[src/rtl/prog_loader_if.sv]
// Byte-stream and RAM-write-port bundle between the byte receiver, the loader
// and instruction RAM port b.
interface prog_loader_if #(
  parameter int unsigned ADDR_W = 10,
  parameter int unsigned DATA_W = 16
);
  logic [7:0]        rx_data;
  logic              rx_valid;
  logic              rx_ready;
  logic [DATA_W-1:0] ram_data;
  logic [ADDR_W-1:0] ram_addr;
  logic              ram_we;

  // Environment side: byte source and RAM sink.
  modport master (
    output rx_data,
    output rx_valid,
    input  rx_ready,
    input  ram_data,
    input  ram_addr,
    input  ram_we
  );

  // Loader side.
  modport slave (
    input  rx_data,
    input  rx_valid,
    output rx_ready,
    output ram_data,
    output ram_addr,
    output ram_we
  );
endinterface

[src/rtl/prog_loader.sv]
// Program loader: parses a framed byte stream (length, 16-bit words, XOR checksum)
// into instruction RAM port b and holds the CPU in reset until the image is verified.
module prog_loader #(
  parameter int unsigned ADDR_W    = 10,
  parameter int unsigned DATA_W    = 16,
  parameter int unsigned BASE_ADDR = 0,
  parameter int unsigned DEPTH     = 1024
) (
  input  logic              clk,
  input  logic              rst,
  input  logic              start,
  prog_loader_if.slave      bus,
  output logic              cpu_hold,
  output logic              done,
  output logic              err,
  output logic [ADDR_W:0]   word_cnt
);

  localparam int unsigned BYTE_W = 8;
  localparam int unsigned LEN_W  = 16;
  localparam int unsigned CNT_W  = ADDR_W + 1;

  typedef enum logic [3:0] {
    IDLE    = 4'd0,
    LEN_HI  = 4'd1,
    LEN_LO  = 4'd2,
    DATA_HI = 4'd3,
    DATA_LO = 4'd4,
    WRITE   = 4'd5,
    CKSUM   = 4'd6,
    DONE    = 4'd7,
    ERROR   = 4'd8
  } state_t;

  state_t             state;
  state_t             state_nxt;
  logic [LEN_W-1:0]   len_q;
  logic [LEN_W-1:0]   len_nxt;
  logic [BYTE_W-1:0]  acc_q;
  logic [BYTE_W-1:0]  acc_nxt;
  logic [BYTE_W-1:0]  hi_q;
  logic [BYTE_W-1:0]  hi_nxt;
  logic [CNT_W-1:0]   cnt_nxt;
  logic [ADDR_W-1:0]  addr_nxt;
  logic [DATA_W-1:0]  data_nxt;
  logic               ready_nxt;
  logic               we_nxt;
  logic               hold_nxt;
  logic               done_nxt;
  logic               err_nxt;

  logic               accept;
  logic [LEN_W-1:0]   len_rx;
  logic [CNT_W-1:0]   cnt_inc;

  assign accept  = bus.rx_valid && bus.rx_ready;
  assign len_rx  = {len_q[LEN_W-1:BYTE_W], bus.rx_data};
  assign cnt_inc = word_cnt + CNT_W'(1);

  // State register.
  always_ff @(posedge clk) begin
    if (rst) begin
      state <= IDLE;
    end else begin
      state <= state_nxt;
    end
  end

  // Next-state and datapath decode; outputs are registered from the next state
  // so each one is valid in the cycle the FSM actually occupies that state.
  always_comb begin
    state_nxt = state;
    len_nxt   = len_q;
    acc_nxt   = acc_q;
    hi_nxt    = hi_q;
    cnt_nxt   = word_cnt;
    addr_nxt  = bus.ram_addr;
    data_nxt  = bus.ram_data;

    unique case (state)
      IDLE, DONE, ERROR: begin
        if (start) begin
          state_nxt = LEN_HI;
          len_nxt   = '0;
          acc_nxt   = '0;
          cnt_nxt   = '0;
        end
      end
      LEN_HI: begin
        if (accept) begin
          len_nxt   = {bus.rx_data, len_q[BYTE_W-1:0]};
          acc_nxt   = acc_q ^ bus.rx_data;
          state_nxt = LEN_LO;
        end
      end
      LEN_LO: begin
        if (accept) begin
          len_nxt = len_rx;
          acc_nxt = acc_q ^ bus.rx_data;
          if (32'(len_rx) > DEPTH) begin
            state_nxt = ERROR;
          end else if (len_rx == '0) begin
            state_nxt = CKSUM;
          end else begin
            state_nxt = DATA_HI;
          end
        end
      end
      DATA_HI: begin
        if (accept) begin
          hi_nxt    = bus.rx_data;
          acc_nxt   = acc_q ^ bus.rx_data;
          state_nxt = DATA_LO;
        end
      end
      DATA_LO: begin
        if (accept) begin
          acc_nxt   = acc_q ^ bus.rx_data;
          data_nxt  = DATA_W'({hi_q, bus.rx_data});
          addr_nxt  = ADDR_W'(BASE_ADDR) + word_cnt[ADDR_W-1:0];
          state_nxt = WRITE;
        end
      end
      WRITE: begin
        cnt_nxt = cnt_inc;
        if (32'(cnt_inc) == 32'(len_q)) begin
          state_nxt = CKSUM;
        end else begin
          state_nxt = DATA_HI;
        end
      end
      CKSUM: begin
        if (accept) begin
          state_nxt = (bus.rx_data == acc_q) ? DONE : ERROR;
        end
      end
      default: begin
        state_nxt = IDLE;
      end
    endcase

    ready_nxt = (state_nxt == LEN_HI) || (state_nxt == LEN_LO) ||
                (state_nxt == DATA_HI) || (state_nxt == DATA_LO) ||
                (state_nxt == CKSUM);
    we_nxt    = (state_nxt == WRITE);
    hold_nxt  = (state_nxt != IDLE) && (state_nxt != DONE);
    done_nxt  = (state_nxt == DONE);
    err_nxt   = (state_nxt == ERROR);
  end

  // Datapath and output registers.
  always_ff @(posedge clk) begin
    if (rst) begin
      len_q        <= '0;
      acc_q        <= '0;
      hi_q         <= '0;
      word_cnt     <= '0;
      bus.ram_addr <= ADDR_W'(BASE_ADDR);
      bus.ram_data <= '0;
      bus.ram_we   <= 1'b0;
      bus.rx_ready <= 1'b0;
      cpu_hold     <= 1'b0;
      done         <= 1'b0;
      err          <= 1'b0;
    end else begin
      len_q        <= len_nxt;
      acc_q        <= acc_nxt;
      hi_q         <= hi_nxt;
      word_cnt     <= cnt_nxt;
      bus.ram_addr <= addr_nxt;
      bus.ram_data <= data_nxt;
      bus.ram_we   <= we_nxt;
      bus.rx_ready <= ready_nxt;
      cpu_hold     <= hold_nxt;
      done         <= done_nxt;
      err          <= err_nxt;
    end
  end

  // Write strobe and byte acceptance must track the FSM exactly.
  a_we_in_write: assert property (@(posedge clk) disable iff (rst)
    bus.ram_we == (state == WRITE));
  a_done_err_excl: assert property (@(posedge clk) disable iff (rst)
    !(done && err));

endmodule

[src/flat_wrapper.sv]
// flat-port wrapper written by rule: the top's interface ports become plain ports
module prog_loader_flat 
#(
  parameter int unsigned ADDR_W    = 10,
  parameter int unsigned DATA_W    = 16,
  parameter int unsigned BASE_ADDR = 0,
  parameter int unsigned DEPTH     = 1024
)
  (clk, rst, start, cpu_hold, done, err, word_cnt, bus_rx_data, bus_rx_valid, bus_rx_ready, bus_ram_data, bus_ram_addr, bus_ram_we);
  prog_loader_if #(.ADDR_W(ADDR_W), .DATA_W(DATA_W)) bus_i ();
  input  logic clk;
  input  logic rst;
  input  logic start;
  output logic cpu_hold;
  output logic done;
  output logic err;
  output logic [ADDR_W:0] word_cnt;
  input wire logic [$bits(bus_i.rx_data)-1:0] bus_rx_data;
  input wire logic [$bits(bus_i.rx_valid)-1:0] bus_rx_valid;
  output wire logic [$bits(bus_i.rx_ready)-1:0] bus_rx_ready;
  output wire logic [$bits(bus_i.ram_data)-1:0] bus_ram_data;
  output wire logic [$bits(bus_i.ram_addr)-1:0] bus_ram_addr;
  output wire logic [$bits(bus_i.ram_we)-1:0] bus_ram_we;
  assign bus_i.rx_data = bus_rx_data;
  assign bus_i.rx_valid = bus_rx_valid;
  assign bus_rx_ready = bus_i.rx_ready;
  assign bus_ram_data = bus_i.ram_data;
  assign bus_ram_addr = bus_i.ram_addr;
  assign bus_ram_we = bus_i.ram_we;
  prog_loader #(.ADDR_W(ADDR_W), .DATA_W(DATA_W), .BASE_ADDR(BASE_ADDR), .DEPTH(DEPTH)) u_core (.clk(clk), .rst(rst), .start(start), .bus(bus_i), .cpu_hold(cpu_hold), .done(done), .err(err), .word_cnt(word_cnt));
endmodule
[config.mk]
export PLATFORM = sky130hd
export DESIGN_NAME = prog_loader_flat
export DESIGN_NICKNAME = d
export VERILOG_FILES = /design/src/rtl/prog_loader_if.sv /design/src/rtl/prog_loader.sv /design/src/flat_wrapper.sv
export SDC_FILE = /design/constraint.sdc
export NUM_CORES = 1
export LEC_CHECK = 0
export ABC_AREA = 1
export BUFFER_PORTS_ARGS = -buffer_cell sky130_fd_sc_hd__clkbuf_2
export CAP_MARGIN = 20
export CORE_MARGIN = 1
export CORE_UTILIZATION = 35
export CTS_BUF_LIST = sky130_fd_sc_hd__clkbuf_16
export CTS_CLUSTER_DIAMETER = 80
export DETAILED_ROUTE_END_ITERATION = 7
export GPL_TIMING_DRIVEN = 0
export HOLD_SLACK_MARGIN = 0.03
export PLACE_DENSITY = 0.57
export SLEW_MARGIN = 20
export SYNTH_ARGS = -nofsm -noshare
export SYNTH_HDL_FRONTEND = slang
export SYNTH_SLANG_ARGS = --single-unit
[constraint.sdc]
create_clock -name clk -period 2.25 [get_ports clk]
set_input_delay 0.1125 -clock clk [delete_from_list [all_inputs] [get_ports clk]]
set_output_delay 0.1125 -clock clk [all_outputs]
set_load 0.01 [all_outputs]
==> results.md <==
* Clock sinks at 78
* Syn. warnings at 0
* Die area at 0.0108 mm^2
* Top cells by area, synth: dfxtp_1, nand2_1, nor2_1
* Peak supply drop at ~0.56 mV
* Yosys top cell area share at between 40% and 50%
* Placed cells at 713
* Worst path required time at 2.53 ns
* Worst hold margin at between 0.1 and 0.15 ns
* H-tree levels at 3
* Input/output buffers at 52
* Final ANT Viol Nets at 0
* Final setup viols at 0
* Hold-fix buffers, CTS at 0
* Via count at between 3000 and 4000
* Number of diodes at 0
* Cts bufs inserted at 9
* Worst-Margin Slew at 0.601 ns
* Synthesized netlist cell count at 528
* Switching Fraction at 37.0%
* Post-synth EDFFs at 0
* Yosys cell types at 32
* Asr flop ratio synth at 0%
* Initial antenna violation count at 0
* Minimum clock period at 2.06 ns
* Fin crit share at between 90% and 100%
* Largest net degree at the start of global routing at 16
* Post-Synthesis Cell Area at 0.00365 mm^2
* P_int at 3.07 mW
* Slew Limit Fails at 0
* CP Data Arrival Time at around 2.3 ns
* Worst Path Class, Setup: flop to flop
* Vias in the first global route at roughly 3300
* Share of layout cells above drive strength 1 at between 15 and 20%
* Net Sw Power at between 1.5 and 2 mW
* Fin cells at 729
* CP Capture Type: flop
* Min-delay worst type: input pin to flop
* Top FF cell, synth: dfxtp_1
* Startpoint Class: flop
* # rows at 36
* Share of total power in the clock network at 33.0%
* Mean Syn Cell Area at 6.91 um^2
* Most common cell in the netlist: nand2_1
* Combinational power share at 33.1%
* Initial DRC Count at 143
* Synth top cells by count: nand2_1, dfxtp_1, nor2_1, nand3_1, a21oi_1
* Initial Util at 36.6%
* Cell taking the most area after synthesis: dfxtp_1
* Layout net count at 604
* CTS tree: done
* Post-Route Skew at 0.00695 ns
* IO Pins at 54
* Sequential area share after synthesis at 42.8%
* Max Clk Rate at 0.486 GHz
* Synth Register Bits at just under 80
* WL final at between 9 and 10 mm
* Syn Nets at 541
* CTS root buffer: clkbuf_16
* Pre-antenna DRT Iters at 4
* GRT Util Overall at about a fifth
* Drc violations at 0
* Die H at 104 um
* Vias per inst at 4.88
* Final Hold Vio Count at 0
* Rel. slew slack at roughly 60%
* Power per cell area at 1100 mW/mm^2
* Worst-case clock buffer depth at 2
* Layout area overhead at 21.4%
* Post-CTS Setup Repair Bufs at 0
* Critical path peak fanout at 7
* First-pass GRT wire length at 16.7 mm
* RSZ-0062 raised after global routing: true
* MaxCap Viol Count at 0
* Die width at 104 um
* Worst skew pair latency at 0.33 ns
* Sequential Power Share at 33.9%
* DR WL/cell at 13.7 um
* Final GP Congestion at 0.863
* Post-detail-place hpwl at approximately 7.2 mm
* Leak at slightly below 2 nW
* Core ar. at 0.00995 mm^2
* Status: finished, final reports clean
* GRT overflow at 0
* Worst-path clk slew at 0.07 ns
## per-stage QoR
stage / setup TNS (ns) / area, um^2 / setup slack (ns) / power (mW) / utilization (%)
after global placement: -0.00556 / 4070 / -0.00556 / 3.24 / 40.9
after global routing: -0.0460 / 4430 / -0.0460 / 5.19 / 44.5
after floorplan: 0 / 3650 / 0.298 / 2.88 / -
final: 0 / 4430 / 0.192 / 4.86 / 44.5
after detailed placement: -0.0144 / 4070 / -0.0144 / 3.27 / 40.9
after CTS: 0 / 4400 / 0.0690 / 4.87 / 44.2
## per-layer routing
| layer | wire (um) | track usage, % | share of wire, % |
|---|---|---|---|
| met1 | 5030 | 26.8 | 50 |
| met2 | 4420 | 30.4 | 44 |
| met3 | 470 | 3.26 | 4.7 |
| met4 | 68 | 6.63 | 0.68 |
| met5 | 0 | 0 | 0 |
## flip-flops by register name, summed over array words and instances (netlist names)
register             count
u_core.state             4
u_core.word_cnt         11
u_core.len_q            16
u_core.acc_q             8
u_core.bus.ram_addr     10
u_core.bus.ram_we        1
u_core.hi_q              8
u_core.cpu_hold          1
u_core.bus.ram_data     16
u_core.bus.rx_ready      1
u_core.err               1
u_core.done              1
## cell usage in the layout (no fill, tap or decap), types with 3 or more instances in the layout
cell / instances
nand4_1: 3
nand2_2: 3
buf_2: 4
xnor2_1: 8
clkinv_1: 5
nand3_1: 45
nor3_1: 4
nor2_1: 75
nand3b_1: 3
o21ai_2: 3
inv_1: 35
nand2_1: 133
o211a_1: 8
clkbuf_1: 12
clkbuf_16: 9
a21oi_1: 43
o21ai_0: 38
a211oi_1: 5
dfxtp_1: 76
clkbuf_2: 55
## worst max-delay path, stage by stage, from the launching register on
cell     delay (ns)
dfxtp_4        0.41
ha_2           0.24
inv_1          0.05
nand2_1        0.09
nand2_1        0.06
nand2_1        0.06
nand2_1        0.05
nor2_1         0.12
nand3_1        0.08
nor2_1         0.15
nand3_1        0.14
nor2_1         0.11
nand2_1        0.08
nand2_2        0.08
nor2_1         0.05
nor2b_2        0.15
nor2_2         0.06
## kinds of logic after synthesis
kind of cell | Yosys count | share of synthesized area [%]
buffers and inverters | 61 | 6.45
and+or+nand+nor | 275 | 31.9
DFF | 78 | 42.8
adders and majority gates | 1 | 0.343
xor gates and xnor gates | 8 | 1.92
AOI/OAI and AO/OA | 105 | 16.6
## final timing paths
path / start / endpoint / slack, ns / cells past startpoint
max: u_core.word_cnt[0] / u_core.cpu_hold / 0.19 / 16
min: bus_rx_data[1] / u_core.len_q[1] / 0.13 / 3
max reg2reg: u_core.word_cnt[0] / u_core.cpu_hold / 0.19 / 16
min reg2reg: u_core.hi_q[6] / u_core.hi_q[6] / 0.46 / 2
## area by class of cell
type,count,area [um^2]
plain buffers,19,80.1
fillers,1029,5530
clock buffers,9,225
flip-flops and latches,78,1570
well taps,133,166
multi-input cells,389,1870
inverters,42,158
repair buffers,52,260
clock inverters,7,105
## power groups by stage
stage                     logic [mW]  registers (mW)  clock network, mW
after floorplan                 1.21            1.67                  0
after global placement          1.56            1.67                  0
after detailed placement        1.59            1.68                  0
after CTS                       1.60            1.65               1.62
after global routing            1.82            1.67               1.70
final                           1.61            1.65               1.60
## what timing repair did
action                                  in CTS  in global routing
endpoints found under the setup margin       1                 31
resized for setup                            1                 11
pin swaps                                    0                  1
(Power assumes the default switching activity.)
